$ cat src/rtl/dmac_arb_pkg.sv
// dmac_arb_pkg: shared types and helpers for the DMAC arbiters
package dmac_arb_pkg;

    typedef enum logic {IDLE, LOCKED} arb_state_t;

    // Id width for n masters, never narrower than one bit
    function automatic int arb_id_w(input int n);
        return (n <= 2) ? 1 : $clog2(n);
    endfunction

endpackage

$ cat src/rtl/dmac_rr_pick.sv
// dmac_rr_pick: combinational rotating-priority picker starting after last_grant
module dmac_rr_pick
    import dmac_arb_pkg::*;
#(
    parameter  int N  = 4,
    localparam int IW = arb_id_w(N)
) (
    input  logic [N-1:0]  req,
    input  logic [IW-1:0] last_grant,
    output logic [IW-1:0] pick,
    output logic          any_req
);

    logic [IW:0] idx;

    // Scan from the farthest slot back toward last_grant+1 so the nearest requester wins
    always_comb begin
        pick    = '0;
        idx     = '0;
        any_req = |req;
        for (int k = N; k >= 1; k--) begin
            idx = {1'b0, last_grant} + (IW+1)'(k);
            if (idx >= (IW+1)'(N)) idx = idx - (IW+1)'(N);
            if (req[idx[IW-1:0]]) pick = idx[IW-1:0];
        end
    end

endmodule

$ cat src/rtl/dmac_burst_arbiter.sv
// dmac_burst_arbiter: N-to-1 round-robin burst arbiter with a registered output stage
module dmac_burst_arbiter
    import dmac_arb_pkg::*;
#(
    parameter  int N_MASTER  = 4,
    parameter  int DATA_SIZE = 32,
    localparam int ID_W      = arb_id_w(N_MASTER)
) (
    input  logic                 clk,
    input  logic                 rst_n,
    input  logic                 src_valid_i [N_MASTER],
    output logic                 src_ready_o [N_MASTER],
    input  logic [DATA_SIZE-1:0] src_data_i  [N_MASTER],
    input  logic                 src_last_i  [N_MASTER],
    output logic                 dst_valid_o,
    input  logic                 dst_ready_i,
    output logic [DATA_SIZE-1:0] dst_data_o,
    output logic                 dst_last_o,
    output logic [ID_W-1:0]      dst_id_o
);

    arb_state_t           state_q, state_d;
    logic [ID_W-1:0]      last_grant_q, last_grant_d;
    logic                 dst_valid_q, dst_valid_d;
    logic [DATA_SIZE-1:0] dst_data_q, dst_data_d;
    logic                 dst_last_q, dst_last_d;
    logic [ID_W-1:0]      dst_id_q, dst_id_d;
    logic [N_MASTER-1:0]  valid_vec;
    logic [ID_W-1:0]      pick, sel;
    logic                 any_req, can_load, active, xfer;

    // Flatten the per-master valids for the picker
    always_comb begin
        valid_vec = '0;
        for (int i = 0; i < N_MASTER; i++) valid_vec[i] = src_valid_i[i];
    end

    dmac_rr_pick #(.N(N_MASTER)) u_pick (
        .req        (valid_vec),
        .last_grant (last_grant_q),
        .pick       (pick),
        .any_req    (any_req)
    );

    // While locked the owner is last_grant, since the pointer moves only on grant
    always_comb begin
        can_load     = !dst_valid_q || dst_ready_i;
        sel          = (state_q == LOCKED) ? last_grant_q : pick;
        active       = (state_q == LOCKED) || any_req;
        xfer         = active && can_load && valid_vec[sel];
        for (int i = 0; i < N_MASTER; i++) src_ready_o[i] = rst_n && active && can_load && (sel == ID_W'(i));
        state_d      = xfer ? (src_last_i[sel] ? IDLE : LOCKED) : state_q;
        last_grant_d = xfer ? sel : last_grant_q;
        dst_valid_d  = xfer || (dst_valid_q && !dst_ready_i);
        dst_data_d   = xfer ? src_data_i[sel] : dst_data_q;
        dst_last_d   = xfer ? src_last_i[sel] : dst_last_q;
        dst_id_d     = xfer ? sel : dst_id_q;
    end

    // Arbitration state and output register, cleared immediately on reset
    always_ff @(posedge clk or negedge rst_n) begin
        if (!rst_n) begin
            state_q      <= IDLE;
            last_grant_q <= ID_W'(N_MASTER - 1);
            dst_valid_q  <= 1'b0;
            dst_data_q   <= '0;
            dst_last_q   <= 1'b0;
            dst_id_q     <= '0;
        end else begin
            state_q      <= state_d;
            last_grant_q <= last_grant_d;
            dst_valid_q  <= dst_valid_d;
            dst_data_q   <= dst_data_d;
            dst_last_q   <= dst_last_d;
            dst_id_q     <= dst_id_d;
        end
    end

    assign dst_valid_o = dst_valid_q;
    assign dst_data_o  = dst_data_q;
    assign dst_last_o  = dst_last_q;
    assign dst_id_o    = dst_id_q;

endmodule

$ cat config.mk
export PLATFORM = sky130hd
export DESIGN_NAME = dmac_burst_arbiter
export DESIGN_NICKNAME = d
export VERILOG_FILES = /design/src/rtl/dmac_arb_pkg.sv /design/src/rtl/dmac_rr_pick.sv /design/src/rtl/dmac_burst_arbiter.sv
export SDC_FILE = /design/constraint.sdc
export NUM_CORES = 1
export LEC_CHECK = 0
export ABC_AREA = 0
export ABC_CLOCK_PERIOD_IN_PS = 2800
export CAP_MARGIN = 20
export CORE_MARGIN = 1.5
export CORE_UTILIZATION = 38
export DETAILED_ROUTE_END_ITERATION = 16
export PLACE_DENSITY = 0.95
export RECOVER_POWER = 25
export SYNTH_ARGS = -nofsm -noshare
export SYNTH_HDL_FRONTEND = slang
export SYNTH_SLANG_ARGS = --single-unit
$ cat constraint.sdc
create_clock -name clk -period 2.8 [get_ports clk]
set_input_delay 0.7 -clock clk [delete_from_list [all_inputs] [get_ports clk]]
set_output_delay 0.7 -clock clk [all_outputs]
set_load 0.005 [all_outputs]
==> results of run 1 <==
## layout by cell type (no fill, tap or decap), drive strengths merged, types with 3 or more instances in the layout
cell type	synthesis	final
a31oi	32	32
mux2i	5	5
a211oi	33	33
mux2	35	35
clkbuf	14	9
nand2	69	69
dlygate4sd2	0	4
dfrtp	37	37
buf	16	27
a21oi	5	5
clkdlybuf4s50	0	169
and3	32	32
a21o	3	3
inv	4	4
nor2	7	7
nand2b	4	4
## per-layer routing
metal	part of all wire, %	vias to the layer above	routed length [um]	GRT usage, %
met1	40	1511	3940	28.8
met4	2.5	0	244	8.07
met2	50	142	4860	43.8
met3	7.4	23	722	6.51
met5	0	-	0	0
li1	-	1519	-	-
## area by class of cell
class	instances	area (um2)	area share, %
clock buffers	5	68.8	1.37
clock inverters	3	20.0	0.400
inverters	4	15.0	0.300
multi-input cells	243	1780	35.6
flip-flops and latches	39	978	19.5
well taps	99	124	2.47
repair buffers	206	2020	40.3
## power breakdown
part	switching [mW]	total [mW]	internal, mW
sequential	0.213	1.10	0.892
combinational	1.88	4.19	2.31
clock	0.202	0.375	0.173
total	2.29	5.67	3.38
## worst register-to-register path, delay by kind of cell (launching register included)
kind,cells,cell delay [ns]
AND/OR/NAND/NOR,1,0.10
multiplexers,1,0.36
AO/OA/AOI/OAI,4,0.78
flip-flops,1,0.65
buffers and inverters,3,0.51
## stage by stage
| stage | utilization [%] | instance area (um2) | instances | hold slack, ns |
|---|---|---|---|---|
| after floorplan | - | 2870 | 316 | 0.404 |
| after CTS | 68.4 | 4990 | 598 | 0.446 |
| after detailed placement | 66.5 | 4850 | 587 | 0.496 |
| after global placement | 66.5 | 4850 | 587 | 0.490 |
| final | 68.7 | 5010 | 599 | 0.511 |
| after global routing | 68.7 | 5010 | 599 | 0.530 |
## worst max path at each step
stage,start,to,slack [ns],depth (start not counted)
5_1_grt,src_valid_i[1],src_ready_o[2],-0.002,8
2_1_floorplan,src_valid_i[2],src_ready_o[1],0.13,8
3_5_place_dp,src_valid_i[2],src_ready_o[2],-0.47,7
3_3_place_gp,src_valid_i[2],src_ready_o[0],-0.45,7
6_report,dst_ready_i,src_ready_o[1],0.07,7
4_1_cts,src_valid_i[2],src_ready_o[3],0.02,8
## state kept, by name, summed over array words and instances, names as in the netlist
signal / flops
dst_data_o: 32
dst_id_o: 2
last_grant_q: 2
dst_last_o: 1
dst_valid_o: 1
state_q: 1
## kinds of logic after synthesis
kind of cell	count (synthesis)	share of synthesized area, %
multiplexers	40	19.4
AO/OA/AOI/OAI	84	21.4
AND/OR/NAND/NOR	119	19.3
flip-flops	39	34.0
buffers and inverters	34	5.92
## repair_timing
action,4_1_cts,5_1_grt
cloned,0,0
endpoints found under the setup margin,11,4
hold buffers,0,0
setup buffers,3,1
gates resized for setup,21,11
pin swaps,4,5
==> impl_table.tex, run 1 <==
\begin{tabular}{lr}
\hline
Metric & Value \\
\hline
\multicolumn{2}{l}{\textbf{Timing}} \\
\quad Peak Freq & approximately 0.37 GHz \\
\quad Smallest setup slack after layout & 0.0745 ns \\
\quad Final hold vios & 0 \\
\quad Final clock skew & 0.00518 ns \\
\quad Number of endpoints failing setup at the final stage & 0 \\
\quad Share of the clock period used by the worst path & 97.3\% \\
\quad Total negative slack for setup checks & 0 ns \\
\quad Max-slew violation count & 0 \\
\quad Transition at the pin with the smallest max-transition slack & 1.02 ns \\
\quad Final period demand of the worst path & 2.73 ns \\
\quad Remaining max-slew budget at the tightest pin & 32.1\% \\
\multicolumn{2}{l}{\textbf{GRT}} \\
\quad Residual overflow from global routing & 0 \\
\quad GRT Total Usage & 24.7\% \\
\quad Largest net degree at the start of global routing & 65 \\
\quad Global-route wire length before repair & between 15000 and 20000 um \\
\quad Number of antenna violations at the first check in global routing & 0 \\
\quad Number of global-route vias before repair & 3383 \\
\multicolumn{2}{l}{\textbf{Setup path}} \\
\quad Critical-path cell list & clkdlybuf4s50\_1, nand2b\_4, a21boi\_2, buf\_4, nand3\_1, nor2b\_1, dlygate4sd2\_1 \\
\quad Family with the most delay on the worst path & buffers and inverters \\
\quad Maximum cell stage delay along the critical path & 0.46 ns \\
\quad Critical Path Start Type & primary input \\
\quad Crit Reg-Reg Endpoint & dst\_data\_o[11] \\
\quad Startpoint of the worst-slack reg-to-reg timing path & last\_grant\_q[1] \\
\quad Count of buffering cells on the critical path with inverters included & 3 \\
\quad Critical Path Sink Type & primary output \\
\quad CP Data Arrival Time & slightly above 2 ns \\
\quad Data required time at the worst endpoint & 2.10 ns \\
\quad Critical-path maximum fanout & 3 \\
\quad Worst R2R Path Depth & 9 \\
\quad Standard cell with the maximum stage delay on the critical path & sky130\_fd\_sc\_hd\_\_clkdlybuf4s50\_1 \\
\quad Type of the worst setup path & in2out \\
\quad Register-to-register setup slack & 0.30 ns \\
\multicolumn{2}{l}{\textbf{Die}} \\
\quad Ports & 179 \\
\quad Core area & 7290 um2 \\
\quad FP Rows & 31 \\
\quad X dimension of the die & around 90 um \\
\quad Vertical die dimension & 90.0 um \\
\quad Effective utilization at floorplan & 39.4\% \\
\quad Die footprint & 8090 um2 \\
\multicolumn{2}{l}{\textbf{Detailed routing}} \\
\quad Drt initial violations & 94 \\
\quad Vias per cell & between 5 and 6 \\
\quad Count of TritonRoute iterations in the first routing pass & 4 \\
\quad Antenna-violating nets left & 0 \\
\quad Count of vias placed by the detailed router & 3195 \\
\quad Count of unresolved DRC violations after routing & 0 \\
\quad Wire length per cell & 16.3 um \\
\quad Total routed wirelength & 9770 um \\
\multicolumn{2}{l}{\textbf{Cells and area}} \\
\quad Post-layout net count & approximately 640 \\
\quad Number of inserted diodes & 0 \\
\quad Fraction of layout instances using a drive strength above 1 & 17.8\% \\
\quad Number of filler instances in the final layout & 577 \\
\quad Synth-to-layout area growth & 74.2\% \\
\multicolumn{2}{l}{\textbf{Yosys}} \\
\quad Top cells by count, synth & 68 x sky130\_fd\_sc\_hd\_\_nand2\_1, 37 x sky130\_fd\_sc\_hd\_\_dfrtp\_1, 33 x sky130\_fd\_sc\_hd\_\_a211oi\_1, 32 x sky130\_fd\_sc\_hd\_\_a31oi\_1, 32 x sky130\_fd\_sc\_hd\_\_and3\_1 \\
\quad Flip-flop and latch count after synthesis & 39 \\
\quad Post-Synthesis Net Count & between 400 and 500 \\
\quad Top cells by area in the synthesized netlist & sky130\_fd\_sc\_hd\_\_dfrtp\_1 32\%, sky130\_fd\_sc\_hd\_\_mux2\_4 15\%, sky130\_fd\_sc\_hd\_\_nand2\_1 8.9\% \\
\quad Synth Warn \# & 0 \\
\quad Cell area after synthesis & 2870 um2 \\
\quad Seq/Total Area, Yosys & 34.0\% \\
\quad Asr flop ratio synth & 100\% \\
\quad Number of enable flip-flop cells after synthesis & 0 \\
\quad Library cell occupying the most area in the post-synthesis netlist & sky130\_fd\_sc\_hd\_\_dfrtp\_1 \\
\quad Syn\_area\_per\_cell & 9.09 um2 \\
\quad Post-synth top area share & 32.2\% \\
\quad Number of distinct standard cells referenced by the synthesized netlist & 36 \\
\quad Most instantiated library cell after synthesis & sky130\_fd\_sc\_hd\_\_nand2\_1 \\
\quad Primary flip-flop cell chosen by synthesis mapping & sky130\_fd\_sc\_hd\_\_dfrtp\_1 \\
\quad Number of standard cells after synthesis & 316 \\
\multicolumn{2}{l}{\textbf{Worst hold path}} \\
\quad Hold WC Path Type & reg2reg \\
\quad Min-Delay Startpoint & dst\_data\_o[14] \\
\quad Worst hold path endpoint & dst\_data\_o[14] \\
\quad Number of cells on the worst hold path & 1 \\
\multicolumn{2}{l}{\textbf{Status}} \\
\quad Run status & finished, final reports clean \\
\multicolumn{2}{l}{\textbf{CTS}} \\
\quad Total CTS buffers & 5 \\
\quad Number of buffers on the longest clock path & 2 \\
\quad Clock tree from TritonCTS & built \\
\quad Number of H-tree branching levels & 2 \\
\quad Clock root buffer master & sky130\_fd\_sc\_hd\_\_clkbuf\_8 \\
\quad Clock latency on the worst-skew pair & between 0.2 and 0.3 ns \\
\quad Post-CTS clock slew at the launch and capture registers of the worst setup and hold paths & roughly 0.08 ns \\
\quad TritonCTS Sinks & 39 \\
\multicolumn{2}{l}{\textbf{Placement}} \\
\quad Worst Setup Slack post-DPL & -0.466 ns \\
\quad \# port buffers & 178 \\
\quad Detailed-placement wirelength estimate & between 7000 and 8000 um \\
\quad Placer congestion estimate & between 0.8 and 0.9 \\
\multicolumn{2}{l}{\textbf{Power}} \\
\quad Leak pwr & 2.14 nW \\
\quad Total power divided by cell area & 1130 nW/um2 \\
\quad Final total power & 5.67 mW \\
\quad Worst IR drop on VDD & about 0.69 mV \\
\multicolumn{2}{l}{\textbf{Job}} \\
\quad Reported max-cap violation count & 0 \\
\hline
\end{tabular}
Power figures use the tool's default switching activity.
==> run 2, diff against run 1 <==
--- a/config.mk
+++ b/config.mk
@@ -10,6 +10,7 @@
 export CAP_MARGIN = 20
 export CORE_MARGIN = 1.5
 export CORE_UTILIZATION = 38
+export CTS_CLUSTER_DIAMETER = 150
 export DETAILED_ROUTE_END_ITERATION = 16
 export PLACE_DENSITY = 0.95
 export RECOVER_POWER = 25
==> results of run 2 <==
No change in the layout: final DEF, timing and power equal those of run 1.
